--- src/rtl/processor_core.sv ---
`default_nettype none
// ============================================================================
// Module   : processor_core
// Purpose  : 16-bit 3-stage (IF / ID / EX) in-order core with a request/ready
//            data-memory port and a sticky powerdown on HALT.
//            Define PROCESSOR_MUL_EN to make opcode 0100 a 16x16 multiply.
// Revision : 1.0 - initial release
// ============================================================================
module processor_core (
    input  logic        clk,
    input  logic        rst,
    output logic [7:0]  instr_addr,
    input  logic [15:0] instr,
    output logic [7:0]  memAddrLoadStore,
    output logic [15:0] memStoreVal,
    input  logic [15:0] memLoadVal,
    input  logic        valueReady,
    output logic        readReq,
    output logic        writeReq,
    output logic        powerdown
);

    typedef enum logic [2:0] {
        S_RUN     = 3'd0,
        S_LD_ARM  = 3'd1,
        S_LD_WAIT = 3'd2,
        S_ST_REQ  = 3'd3,
        S_HALT    = 3'd4
    } ex_state_t;

    localparam logic [3:0] c_OP_NOP   = 4'h0;
    localparam logic [3:0] c_OP_HALT  = 4'h1;
    localparam logic [3:0] c_OP_ADD   = 4'h2;
    localparam logic [3:0] c_OP_SUB   = 4'h3;
    localparam logic [3:0] c_OP_MUL   = 4'h4;
    localparam logic [3:0] c_OP_AND   = 4'h5;
    localparam logic [3:0] c_OP_OR    = 4'h6;
    localparam logic [3:0] c_OP_XOR   = 4'h7;
    localparam logic [3:0] c_OP_NAND  = 4'h8;
    localparam logic [3:0] c_OP_NOR   = 4'h9;
    localparam logic [3:0] c_OP_XNOR  = 4'hA;
    localparam logic [3:0] c_OP_LOAD  = 4'hE;
    localparam logic [3:0] c_OP_STORE = 4'hF;

    logic [7:0]  pc_q;
    logic [7:0]  pc_d;
    logic [15:0] ifid_q;
    logic [3:0]  ex_op_q;
    logic [3:0]  ex_rd_q;
    logic [15:0] ex_a_q;
    logic [15:0] ex_b_q;
    ex_state_t   ex_state_q;
    logic        rd_req_q;
    logic        wr_req_q;
    logic        pwr_q;
    logic [7:0]  mem_addr_q;
    logic [15:0] mem_data_q;
    logic [15:0] rf_q [16];

    logic [3:0]  w_id_op;
    logic [3:0]  w_rs1;
    logic [3:0]  w_rs2;
    logic [15:0] w_rs1_val;
    logic [15:0] w_rs2_val;
    logic        w_load_done;
    logic        w_stall;
    logic        w_advance;
    logic        w_alu_op;
    logic [15:0] w_alu;
    logic        w_wb_en;
    logic [15:0] w_wb_data;

    assign w_id_op = ifid_q[15:12];
    assign w_rs1   = ifid_q[7:4];
    assign w_rs2   = ifid_q[3:0];
    assign pc_d    = pc_q + 8'd1;

    always_comb begin
        w_alu    = '0;
        w_alu_op = 1'b1;
        case (ex_op_q)
            c_OP_ADD:  w_alu = ex_a_q + ex_b_q;
            c_OP_SUB:  w_alu = ex_a_q - ex_b_q;
`ifdef PROCESSOR_MUL_EN
            c_OP_MUL:  w_alu = ex_a_q * ex_b_q;
`endif
            c_OP_AND:  w_alu = ex_a_q & ex_b_q;
            c_OP_OR:   w_alu = ex_a_q | ex_b_q;
            c_OP_XOR:  w_alu = ex_a_q ^ ex_b_q;
            c_OP_NAND: w_alu = ~(ex_a_q & ex_b_q);
            c_OP_NOR:  w_alu = ~(ex_a_q | ex_b_q);
            c_OP_XNOR: w_alu = ~(ex_a_q ^ ex_b_q);
            default:   w_alu_op = 1'b0;
        endcase
    end

    // A load retires on the edge where its request meets ready; the
    // instruction waiting in ID advances on that same edge.
    assign w_load_done = (ex_state_q == S_LD_WAIT) && valueReady;
    assign w_stall     = (ex_state_q != S_RUN) && !w_load_done;
    assign w_advance   = !w_stall;

    assign w_wb_en   = w_load_done || ((ex_state_q == S_RUN) && w_alu_op);
    assign w_wb_data = w_load_done ? memLoadVal : w_alu;

    assign w_rs1_val = (w_wb_en && (ex_rd_q == w_rs1)) ? w_wb_data : rf_q[w_rs1];
    assign w_rs2_val = (w_wb_en && (ex_rd_q == w_rs2)) ? w_wb_data : rf_q[w_rs2];

    always_ff @(posedge clk or negedge rst) begin
        if (!rst) begin
            for (int i = 0; i < 16; i++) begin
                rf_q[i] <= '0;
            end
        end else if (w_wb_en) begin
            rf_q[ex_rd_q] <= w_wb_data;
        end
    end

    always_ff @(posedge clk or negedge rst) begin
        if (!rst) begin
            pc_q       <= '0;
            ifid_q     <= {c_OP_NOP, 12'h000};
            ex_op_q    <= c_OP_NOP;
            ex_rd_q    <= '0;
            ex_a_q     <= '0;
            ex_b_q     <= '0;
            ex_state_q <= S_RUN;
            rd_req_q   <= 1'b0;
            wr_req_q   <= 1'b0;
            pwr_q      <= 1'b0;
            mem_addr_q <= '0;
            mem_data_q <= '0;
        end else if (w_advance) begin
            pc_q     <= pc_d;
            ifid_q   <= instr;
            ex_op_q  <= w_id_op;
            ex_rd_q  <= ((w_id_op == c_OP_LOAD) || (w_id_op == c_OP_STORE)) ?
                        ifid_q[3:0] : ifid_q[11:8];
            ex_a_q   <= w_rs1_val;
            ex_b_q   <= w_rs2_val;
            rd_req_q <= 1'b0;
            wr_req_q <= 1'b0;
            case (w_id_op)
                c_OP_LOAD: begin
                    ex_state_q <= S_LD_ARM;
                    mem_addr_q <= ifid_q[11:4];
                end
                c_OP_STORE: begin
                    ex_state_q <= S_ST_REQ;
                    wr_req_q   <= 1'b1;
                    mem_addr_q <= ifid_q[11:4];
                    mem_data_q <= w_rs2_val;
                end
                c_OP_HALT: begin
                    ex_state_q <= S_HALT;
                    pwr_q      <= 1'b1;
                end
                default: ex_state_q <= S_RUN;
            endcase
        end else begin
            // Stalled: walk the load/store handshake; S_HALT never leaves.
            case (ex_state_q)
                S_LD_ARM: begin
                    ex_state_q <= S_LD_WAIT;
                    rd_req_q   <= 1'b1;
                end
                S_ST_REQ: begin
                    ex_state_q <= S_RUN;
                    wr_req_q   <= 1'b0;
                end
                default: ;
            endcase
        end
    end

    assign instr_addr       = pc_q;
    assign memAddrLoadStore = mem_addr_q;
    assign memStoreVal      = mem_data_q;
    assign readReq          = rd_req_q;
    assign writeReq         = wr_req_q;
    assign powerdown        = pwr_q;

endmodule
`default_nettype wire

--- config.mk ---
export PLATFORM = sky130hd
export DESIGN_NAME = processor_core
export DESIGN_NICKNAME = d
export VERILOG_FILES = /design/src/rtl/processor_core.sv
export SDC_FILE = /design/constraint.sdc
export NUM_CORES = 1
export LEC_CHECK = 0
export ABC_CLOCK_PERIOD_IN_PS = 11060
export CORE_MARGIN = 4
export CORE_UTILIZATION = 25
export CTS_CLUSTER_DIAMETER = 100
export DETAILED_ROUTE_END_ITERATION = 8
export SLEW_MARGIN = 0
export SYNTH_ARGS = -nofsm -noshare
export SYNTH_HDL_FRONTEND = slang
export SYNTH_SLANG_ARGS = --single-unit
--- constraint.sdc ---
create_clock -name clk -period 11.06 [get_ports clk]
set_input_delay 1.106 -clock clk [delete_from_list [all_inputs] [get_ports clk]]
set_output_delay 1.106 -clock clk [all_outputs]
set_load 0.005 [all_outputs]
==> flow_summary_export.csv, run 1 <==
group,metric,value,unit
synth,synthXorXnorAreaFrac,0.01473,
placed_design,gp_congestion,0.8691,
power,pwr-share-comb,0.507,
synth,yosys.area_share.simple,0.1213,
power,ir_worst_vdd,0.1667,mV
synth,ys_seq_area_frac,0.4463,
global_route,grt_pass1_wl,91160,µm
sta,timing.final.crit_share,0.4902,
sta,layout_setup_ws,5638,ps
clocking,cts_buffers,40,
power,clock_power_share,0.182,
drt,drt-total-wl,58110,µm
power,p_int,4.228,mW
sta,worstMarginPinSlew,1234,ps
global_route,grt-ovfl-total,0,
power,p_per_area,328.3,nW/µm²
critical_path,worstSetupPathType,"flip-flop to flip-flop",
power,switching_share,0.4325,
clocking,tritoncts,"built",
clocking,clockBufferDepth,3,
die,fp.coreArea,77590,µm²
synth,synthFlopType,"dfrtp_1",
die,die-area,83050,µm²
synth,synth_seq_cells,350,
sta,final_max_slew_viol_count,0,
clocking,cts_resized,0,
drt,vias,15040,
clocking,htreeDepth,2,
synth,synth_area,19630,µm²
power,power.leakage,9.397,nW
clocking,cts_setup_buffers,0,
die,die_h,288.2,µm
synth,synth_edf_count,0,
final_layout,layout_common_cells,"400 x nand2_1, 345 x dfrtp_1, 296 x o21ai_0",
final_layout,drive_gt1_frac,0.1611,
final_layout,area_delta_synth_final,15.63,%
clocking,cts_sinks,350,
synth,syn_nets,1972,
drt,wl_per_cell,19.68,µm
die,ios,70,
critical_path,startpoint_type,"flip-flop",
die,start_util,0.2529,
placed_design,hpwl,38440,µm
status,status,"completed",
drt,ant_nets,0,
clocking,cts-root-buf,"clkbuf_16",
global_route,grt_start_max_net_pins,187,
synth,synth_top_family_by_area,"multiplexers",
final_layout,nNetsFinal,1966,
synth,yosys.area_share.adder,0.03226,
sta,setup_viol,0,
critical_path,worst-path-max-fanout,34,
sta,slew_headroom,0.1715,
synth,synth_mux_area_frac,0.1985,
power,seqPwrFrac,0.311,
clocking,cts.clk_slew.worst_paths,60,ps
sta,hold_viol,0,
global_route,grtUsageTotal,0.1389,
final_layout,layout_commonest_cell,"nand2_1",
drt,drc,0,
sta,fmax,184.4,MHz
synth,async_flop_share,1.000,
sta,tns,0,ps
sta,fin_crit,5422,ps
drt,first_pass_iters,5,
synth,syn_area_per_cell,10.40,µm²
synth,synth_compound_area_frac,0.1472,
sta,skew,14.21,ps
clocking,ctsHoldBuffers,0,
synth,synth-warning-count,0,
global_route,grt_pass1_vias,15360,
die,die-width,288.2,µm
critical_path,end_kind,"flip-flop",
global_route,antenna_found_initial,1,
critical_path,crit_arrival,5780,ps
worst_hold_path,min_path_type,"flip-flop to flip-flop",
placed_design,dpl_worst_slack,5788,ps
synth,syn_inst,1887,
drt,vias_per_cell,5.093,
critical_path,worstPathRequired,11420,ps
job,maxCapViolations,0,
drt,drt-initial-drc-count,1239,
synth,synth.distinct_cells,77,
placed_design,portBuffers,69,
clocking,clk_latency,550,ps
sta,rsz0062_at_grt,"no",
die,row_count,102,
power,power.switching,3.223,mW
final_layout,nFillCells,8051,
[synthesized netlist by cell type, drive strengths merged (8+ instances only)]
| library cell | number | area (µm²) |
|---|---|---|
| nand4 | 9 | 56.30 |
| inv | 42 | 157.7 |
| a21oi | 51 | 255.2 |
| nor2b | 25 | 156.4 |
| a31oi | 13 | 87.58 |
| ha | 49 | 613.1 |
| a211oi | 17 | 145.1 |
| o31ai | 10 | 75.07 |
| o21ai | 321 | 1610 |
| a22oi | 15 | 112.6 |
| clkbuf | 112 | 420.4 |
| o22ai | 10 | 62.56 |
| o211ai | 8 | 60.06 |
| nand3 | 17 | 85.08 |
| mux2i | 27 | 270.3 |
| xnor2 | 27 | 236.5 |
| mux4 | 147 | 3311 |
| nand2b | 14 | 87.58 |
| dfrtp | 350 | 8758 |
| mux2 | 28 | 315.3 |
| nand2 | 400 | 1501 |
| buf | 42 | 201.4 |
| nor2 | 51 | 196.4 |
[path summary, 6_finish.rpt]
path / from / to / slack (ps) / depth (start not counted)
worst max register to register: ex_op_q[1]$_DFFE_PN0N_ / rf_q[27]$_DFFE_PN0P_ / 5640 / 15
worst min-delay path: instr_addr[7]$_DFFE_PN0N_ / instr_addr[7]$_DFFE_PN0N_ / 480 / 1
worst max-delay path: ex_op_q[1]$_DFFE_PN0N_ / rf_q[27]$_DFFE_PN0P_ / 5640 / 15
max in group asynchronous: rst / ex_b_q[6]$_DFFE_PN0N_ / 8300 / 3
worst min register to register: instr_addr[7]$_DFFE_PN0N_ / instr_addr[7]$_DFFE_PN0N_ / 480 / 1
min in group asynchronous: rst / rf_q[28]$_DFFE_PN0P_ / 580 / 1
[worst max-delay path: stages (launching register included)]
cell and delay (ps):
dfrtp_1 320, buf_4 320, nor2b_1 340, nor2b_1 910, nand2_1 330, nor2_1 170, a21o_1 140, inv_1 60
ha_1 260, nor2b_1 170, o2111ai_1 170, a21oi_1 470, o21ai_0 200, xnor2_1 170, a221oi_2 940, o21ai_0 260
[sequential cells by signal, indices dropped and copies added (netlist names)]
| signal | cells |
|---|---|
| instr_addr | 8 |
| memStoreVal | 16 |
| rf_q | 256 |
| ex_b_q | 16 |
| writeReq | 1 |
| memAddrLoadStore | 8 |
| ex_a_q | 16 |
| ex_rd_q | 4 |
| powerdown | 1 |
| ex_op_q | 4 |
| ifid_q | 16 |
| readReq | 1 |
| ex_state_q | 3 |
[stage by stage]
step | instances | power (mW) | util | hold WS (ps) | cell area, µm²
after floorplan | 1887 | 4.882 | - | 460.9 | 19630
after global placement | 2879 | 5.975 | 0.2749 | 460.8 | 21330
after detailed placement | 2879 | 6.086 | 0.2749 | 467.2 | 21330
after CTS | 2952 | 7.465 | 0.2924 | 481.9 | 22690
after global routing | 2952 | 7.978 | 0.2924 | 497.7 | 22690
final | 2953 | 7.451 | 0.2925 | 479.5 | 22690
[cells by family (layout without fill, tap and decap cells)]
| family | after synthesis | after routing |
|---|---|---|
| AO/OA/AOI/OAI | 499 | 499 |
| multiplexers | 202 | 202 |
| flip-flops | 350 | 350 |
| adder cells (fa/ha/maj) | 50 | 50 |
| other | 0 | 1 |
| XOR/XNOR | 33 | 33 |
| AND/OR/NAND/NOR | 557 | 557 |
| buffers and inverters | 196 | 221 |
[final cells by class]
type                       count  area (µm²)  share of cell area
multi-input combinational   1341       10120              0.4459
inverter                      42       157.7            0.006947
tap                         1040        1301             0.05734
sequential                   350        8770              0.3864
clock inverter                20       206.4            0.009097
clock buffer                  53        1151             0.05072
antenna                        1       2.502           0.0001103
timing repair buffer         106       985.9             0.04345
[power groups by stage]
stage	Clock [mW]	Sequential, mW	Combinational, mW
3_3_place_gp	0	2.29	3.68
5_1_grt	1.44	2.40	4.14
3_5_place_dp	0	2.34	3.75
6_report	1.36	2.32	3.78
2_1_floorplan	0	2.08	2.80
4_1_cts	1.38	2.32	3.77
[per-layer routing]
metal | track usage | vias up | share of wire
met2 | 0.2363 | 483 | 0.49
met5 | 0 | - | 0
met1 | 0.1798 | 7617 | 0.42
met3 | 0.02494 | 128 | 0.061
li1 | - | 6813 | -
met4 | 0.04460 | 0 | 0.030
(Power assumes the default switching activity.)
==> run 2, diff against run 1 <==
--- a/config.mk
+++ b/config.mk
@@ -5,7 +5,7 @@
 export SDC_FILE = /design/constraint.sdc
 export NUM_CORES = 1
 export LEC_CHECK = 0
-export ABC_CLOCK_PERIOD_IN_PS = 11060
+export ABC_CLOCK_PERIOD_IN_PS = 4800
 export CORE_MARGIN = 4
 export CORE_UTILIZATION = 25
 export CTS_CLUSTER_DIAMETER = 100
==> constraint.sdc (replaced) <==
create_clock -name clk -period 4.8 [get_ports clk]
set_input_delay 0.48 -clock clk [delete_from_list [all_inputs] [get_ports clk]]
set_output_delay 0.48 -clock clk [all_outputs]
set_load 0.005 [all_outputs]
==> flow_summary_export.csv, run 2 (same netlist as run 1, synthesis figures left out) <==
group,metric,value,unit
global_route,grt_util_met3,0.02668,
clocking,cts_sinks,350,
sta,skew,28.17,ps
critical_path,worstPathRequired,5190,ps
critical_path,startpoint_type,"flip-flop",
global_route,antenna_found_initial,1,
clocking,cts.clk_slew.worst_paths,60,ps
clocking,cts-root-buf,"clkbuf_16",
drt,vias_per_cell,5.081,
critical_path,worst-path-max-fanout,19,
drt,drc,0,
clocking,cts_setup_buffers,0,
sta,layout_setup_ws,318.1,ps
clocking,clk_latency,580,ps
job,maxCapViolations,0,
critical_path,worstRegToRegCells,12,
power,seqPwrFrac,0.302,
global_route,grt_pass1_wl,92190,µm
global_route,use_met2,0.2375,
power,p_int,9.895,mW
critical_path,crit_path_start,"ex_op_q[3]$_DFFE_PN0N_",
power,power.leakage,9.548,nW
placed_design,gp_congestion,0.8620,
clocking,clockBufferDepth,3,
final_layout,fin_area,22910,µm²
clocking,tritoncts,"built",
sta,slew_headroom,0.1911,
sta,final_max_slew_viol_count,0,
status,status,"completed",
final_layout,diodes,0,
die,die_h,288.2,µm
critical_path,end_kind,"flip-flop",
final_layout,nFillCells,7993,
sta,fmax,223.1,MHz
die,die-width,288.2,µm
power,power.switching,7.603,mW
power,clock_power_share,0.183,
clocking,htreeDepth,2,
placed_design,dpl.cell_count,2903,
global_route,grt-ovfl-total,0,
final_layout,drive_gt1_frac,0.1680,
final_layout,layout_common_cells,"400 x nand2_1, 345 x dfrtp_1, 296 x o21ai_0",
worst_hold_path,worstHoldStart,"instr[6]",
final_layout,utilization,0.2952,
sta,worstMarginPinSlew,1205,ps
final_layout,largest-register,"rf_q",
placed_design,hpwl,39930,µm
final_layout,area_delta_synth_final,16.73,%
global_route,busiest_layer,"met2",
worst_hold_path,holdPathStages,3,
drt,wl_per_cell,19.77,µm
sta,fin_crit,4482,ps
clocking,cts_buffers,41,
power,ir_worst_vdd,0.3298,mV
die,row_count,102,
final_layout,final_cells,2975,
drt,drt-total-wl,58810,µm
placed_design,portBuffers,69,
global_route,grtUsageTotal,0.1412,
drt,first_pass_iters,6,
final_layout,multi_input_comb_area,10100,µm²
die,start_util,0.2529,
global_route,grtUsageMet1,0.1829,
clocking,cts_resized,0,
final_layout,nNetsFinal,1992,
drt,vias,15120,
power,switching_share,0.4345,
sta,tns,0,ps
worst_hold_path,min_path_type,"input pin to flip-flop",
critical_path,worstSetupPathType,"flip-flop to flip-flop",
final_layout,largest_register_ffs,256,
die,fp.coreArea,77590,µm²
sta,holdWs,445.4,ps
global_route,grt_pass1_vias,15490,
drt,drt-initial-drc-count,1268,
die,ios,70,
placed_design,dpl-instance-area,21520,µm²
power,finalPower,17.50,mW
sta,timing.final.crit_share,0.9337,
sta,rsz0062_at_grt,"no",
clocking,ctsHoldBuffers,1,
final_layout,ff_latch_area,8770,µm²
sta,hold_viol,0,
critical_path,reg2reg_from,"ex_op_q[3]$_DFFE_PN0N_",
power,pwr-share-comb,0.515,
die,die-area,83050,µm²
critical_path,crit_arrival,4880,ps
sta,setup_viol,0,
placed_design,dpl_worst_slack,445.2,ps
drt,ant_nets,0,
global_route,grt_start_max_net_pins,118,
final_layout,layout_commonest_cell,"nand2_1",
power,p_per_area,763.8,nW/µm²
-- run 2: worst max-delay path, stage by stage, from the launching register on --
cell,delay (ps)
dfrtp_1,480
or3b_1,440
nor2_2,370
nor2_1,100
xnor2_1,150
ha_1,340
nor2b_1,170
o211a_1,220
o21a_1,220
o21ai_0,620
or4b_1,210
and3_1,720
o21ai_0,240
-- run 2: area by class of cell --
type,instances,area share
tap,1040,0.05680
clock buffer,51,0.04861
clock inverter,20,0.01163
sequential,350,0.3828
timing repair buffer,131,0.05243
inverter,42,0.006882
multi-input combinational,1341,0.4408
-- run 2: power groups by stage --
stage,combinational (mW),sequential [mW],clock (mW)
5_1_grt,9.92,5.45,3.39
6_report,9.01,5.29,3.20
3_3_place_gp,8.81,5.22,0
2_1_floorplan,6.46,4.79,0
4_1_cts,8.98,5.27,3.26
3_5_place_dp,8.95,5.31,0
-- run 2: path summary, 6_finish.rpt --
kind,slack [ps],end
worst max-delay path,320,rf_q[190]$_DFFE_PN0P_
worst min-delay path,450,ifid_q[6]$_DFFE_PN0N_
worst max register to register,320,rf_q[190]$_DFFE_PN0P_
worst min register to register,480,instr_addr[7]$_DFFE_PN0N_
max in group asynchronous,3080,ex_b_q[12]$_DFFE_PN0N_
min in group asynchronous,560,rf_q[44]$_DFFE_PN0P_
-- run 2: metal layers --
layer  part of all wire  wire length (µm)
met3              0.064              3740
met5                  0                 0
met1               0.41             24230
met2               0.49             28900
met4              0.033              1939
==> run 3, diff against run 2 <==
--- a/config.mk
+++ b/config.mk
@@ -5,8 +5,9 @@
 export SDC_FILE = /design/constraint.sdc
 export NUM_CORES = 1
 export LEC_CHECK = 0
+export ABC_AREA = 1
 export ABC_CLOCK_PERIOD_IN_PS = 4800
-export CORE_MARGIN = 4
+export CORE_MARGIN = 5
 export CORE_UTILIZATION = 25
 export CTS_CLUSTER_DIAMETER = 100
 export DETAILED_ROUTE_END_ITERATION = 8
==> flow_summary_export.csv, run 3 <==
group,metric,value,unit
job,maxCapViolations,0,
placed_design,hpwl,46540,µm
drt,first_pass_iters,5,
critical_path,cp_slowest_cell,"dfrtp_1",
sta,layout_setup_ws,1063,ps
synth,synthFlopType,"dfrtp_1",
synth,syn_inst,2818,
synth,synth_mux_area_frac,0.002126,
global_route,grt_start_max_net_pins,206,
sta,tns,0,ps
critical_path,crit_buf_inv,4,
synth,synth_edf_count,0,
drt,drt-initial-drc-count,1874,
synth,yosys.area_share.adder,0.02988,
clocking,htreeDepth,2,
final_layout,area_delta_synth_final,14.56,%
die,row_count,106,
sta,timing.final.crit_share,0.7786,
placed_design,portBuffers,69,
drt,ant_nets,0,
status,violations,"negative hold slack",
final_layout,drive_gt1_frac,0.08031,
sta,worstMarginPinSlew,1103,ps
power,power.leakage,10.81,nW
clocking,cts_resized,0,
final_layout,nNetsFinal,2866,
synth,syn_nets,2903,
synth,synth_compound_area_frac,0.2297,
placed_design,gp_congestion,0.8894,
synth,synth.most_common_cell,"nand2_1",
synth,synth_top_family_by_area,"compound AO/OA/AOI/OAI gates",
synth,synth_top_area_frac,0.4133,
final_layout,diodes,0,
clocking,cts.clk_slew.worst_paths,60,ps
synth,synthXorXnorAreaFrac,0.01075,
synth,synth.distinct_cells,52,
sta,slew_headroom,0.2603,
drt,drc,0,
synth,netlist_top_cells_count,"612 x nand2_1, 385 x o21ai_0, 350 x dfrtp_1",
drt,vias_per_cell,4.945,
sta,holdWs,-6.464,ps
synth,synth-warning-count,0,
final_layout,largest_register_ffs,256,
final_layout,final_cells,3948,
critical_path,cpMostUsedCell,"nand2_1",
clocking,clk_latency,590,ps
critical_path,worstPathCellList,"nand2_2, inv_1, nand2_1, inv_1, a21oi_1, xor2_1, inv_1, ha_1, nand2_1, inv_1, a21oi_1, nor2_1, nor2_1, nand2_1, nand2_1, nand3_1, nand2_1, nand2_1, nand2_2, nand2_1, nand2_1",
drt,vias,19520,
clocking,clockBufferDepth,3,
clocking,ctsHoldBuffers,0,
critical_path,critical-path-max-stage-delay,480,ps
synth,async_flop_share,1.000,
synth,synth_area,21190,µm²
synth,synth_seq_cells,350,
final_layout,fin_area,24280,µm²
clocking,tritoncts,"built",
drt,drt-total-wl,73570,µm
critical_path,crit_arrival,4250,ps
power,p_per_area,283.0,nW/µm²
clocking,cts_setup_buffers,0,
sta,rsz0062_at_grt,"no",
global_route,grt_pass1_wl,112900,µm
die,start_util,0.2528,
die,die_h,301.1,µm
final_layout,utilization,0.2896,
sta,skew,26.10,ps
sta,fmax,267.6,MHz
die,die-width,301.1,µm
global_route,antenna_found_initial,0,
die,ios,70,
clocking,cts_buffers,42,
sta,fin_crit,3737,ps
synth,yosysTopAreaCell,"dfrtp_1",
critical_path,crit_family,"simple AND/OR/NAND/NOR gates",
die,fp.coreArea,83820,µm²
sta,hold_viol,10,
status,status,"finished, violations left",
clocking,cts_sinks,350,
global_route,grt-ovfl-total,0,
final_layout,layout_common_cells,"612 x nand2_1, 385 x o21ai_0, 346 x dfrtp_1",
die,die-area,90690,µm²
critical_path,end_kind,"flip-flop",
critical_path,startpoint_type,"flip-flop",
worst_hold_path,min_path_type,"input pin to async pin",
synth,ys_seq_area_frac,0.4133,
synth,synthTopCellsByArea,"dfrtp_1 41%, nand2_1 11%, o21ai_0 9.1%",
power,finalPower,6.870,mW
global_route,grt_pass1_vias,18310,
power,ir_worst_vdd,0.2263,mV
clocking,cts-root-buf,"clkbuf_16",
critical_path,worst-path-max-fanout,16,
synth,yosys.area_share.simple,0.2186,
placed_design,dpl.cell_count,3871,
critical_path,worstSetupPathType,"flip-flop to flip-flop",
drt,wl_per_cell,18.63,µm
placed_design,dpl_worst_slack,1106,ps
final_layout,layout_commonest_cell,"nand2_1",
placed_design,dpl-instance-area,22810,µm²
sta,final_max_slew_viol_count,0,
sta,setup_viol,0,
global_route,grtUsageTotal,0.1583,
synth,syn_area_per_cell,7.520,µm²
final_layout,largest-register,"rf_q",
critical_path,worstPathRequired,5310,ps
==> run 3: cell count changes after synthesis, moves of 27 or more <==
cell	previous run	this run
o21ai_1	24	96
o21a_1	6	58
o21ai_0	296	385
a21oi_1	51	209
mux2i_1	27	0
nand2_1	400	612
mux4_2	147	0
o211ai_1	8	70
nand3_1	17	262
inv_1	41	262
==> run 3: metal layers <==
| layer | up-vias | part of all wire | wire (µm) | global-route usage |
|---|---|---|---|---|
| met1 | 9233 | 0.43 | 31620 | 0.2135 |
| met4 | 0 | 0.038 | 2818 | 0.05648 |
| met5 | - | 0 | 0 | 0 |
| li1 | 9388 | - | - | - |
| met3 | 160 | 0.076 | 5577 | 0.02808 |
| met2 | 743 | 0.46 | 33550 | 0.2556 |
==> run 3: worst reg2reg max path: cells and delay by family, from the launching register on <==
kind                       cells  cell delay [ps]
AOI/OAI and AO/OA              2              430
DFF                            1              480
adders and majority gates      1              340
xor gates and xnor gates       1              170
and+or+nand+nor               13             1890
buffers and inverters          4              360
==> run 3: worst paths after layout <==
| kind | start | slack, ps | cells after the start | to |
|---|---|---|---|---|
| worst max-delay path | ex_op_q[1]$_DFFE_PN0N_ | 1060 | 21 | rf_q[29]$_DFFE_PN0P_ |
| worst min-delay path | rst | -6 | 1 | rf_q[243]$_DFFE_PN0P_ |
| worst max register to register | ex_op_q[1]$_DFFE_PN0N_ | 1060 | 21 | rf_q[29]$_DFFE_PN0P_ |
| worst min register to register | instr_addr[7]$_DFFE_PN0N_ | 480 | 1 | instr_addr[7]$_DFFE_PN0N_ |
| max in group asynchronous | rst | 3590 | 2 | rf_q[68]$_DFFE_PN0P_ |
| min in group clk | instr[11] | 450 | 3 | ifid_q[11]$_DFFE_PN0N_ |
==> run 3: cell type report <==
class                      instances  area, µm²
inverter                         282       1074
clock inverter                    19      252.7
clock buffer                      58       1211
sequential                       350       8773
timing repair buffer             117       1094
fill                            9132      59540
tap                             1134       1419
multi-input combinational       1988      10450
==> run 3: kinds of logic after synthesis <==
family | after synthesis
AND/OR/NAND/NOR | 1040
XOR/XNOR | 26
buffers and inverters | 480
adder cells (fa/ha/maj) | 50
multiplexers | 4
flip-flops | 350
AO/OA/AOI/OAI | 868
==> run 3: power by group <==
part	switching, mW	internal [mW]
Clock	1.36	2.04
Combinational	0.349	0.137
Sequential	0.0244	2.96
Total	1.73	5.14
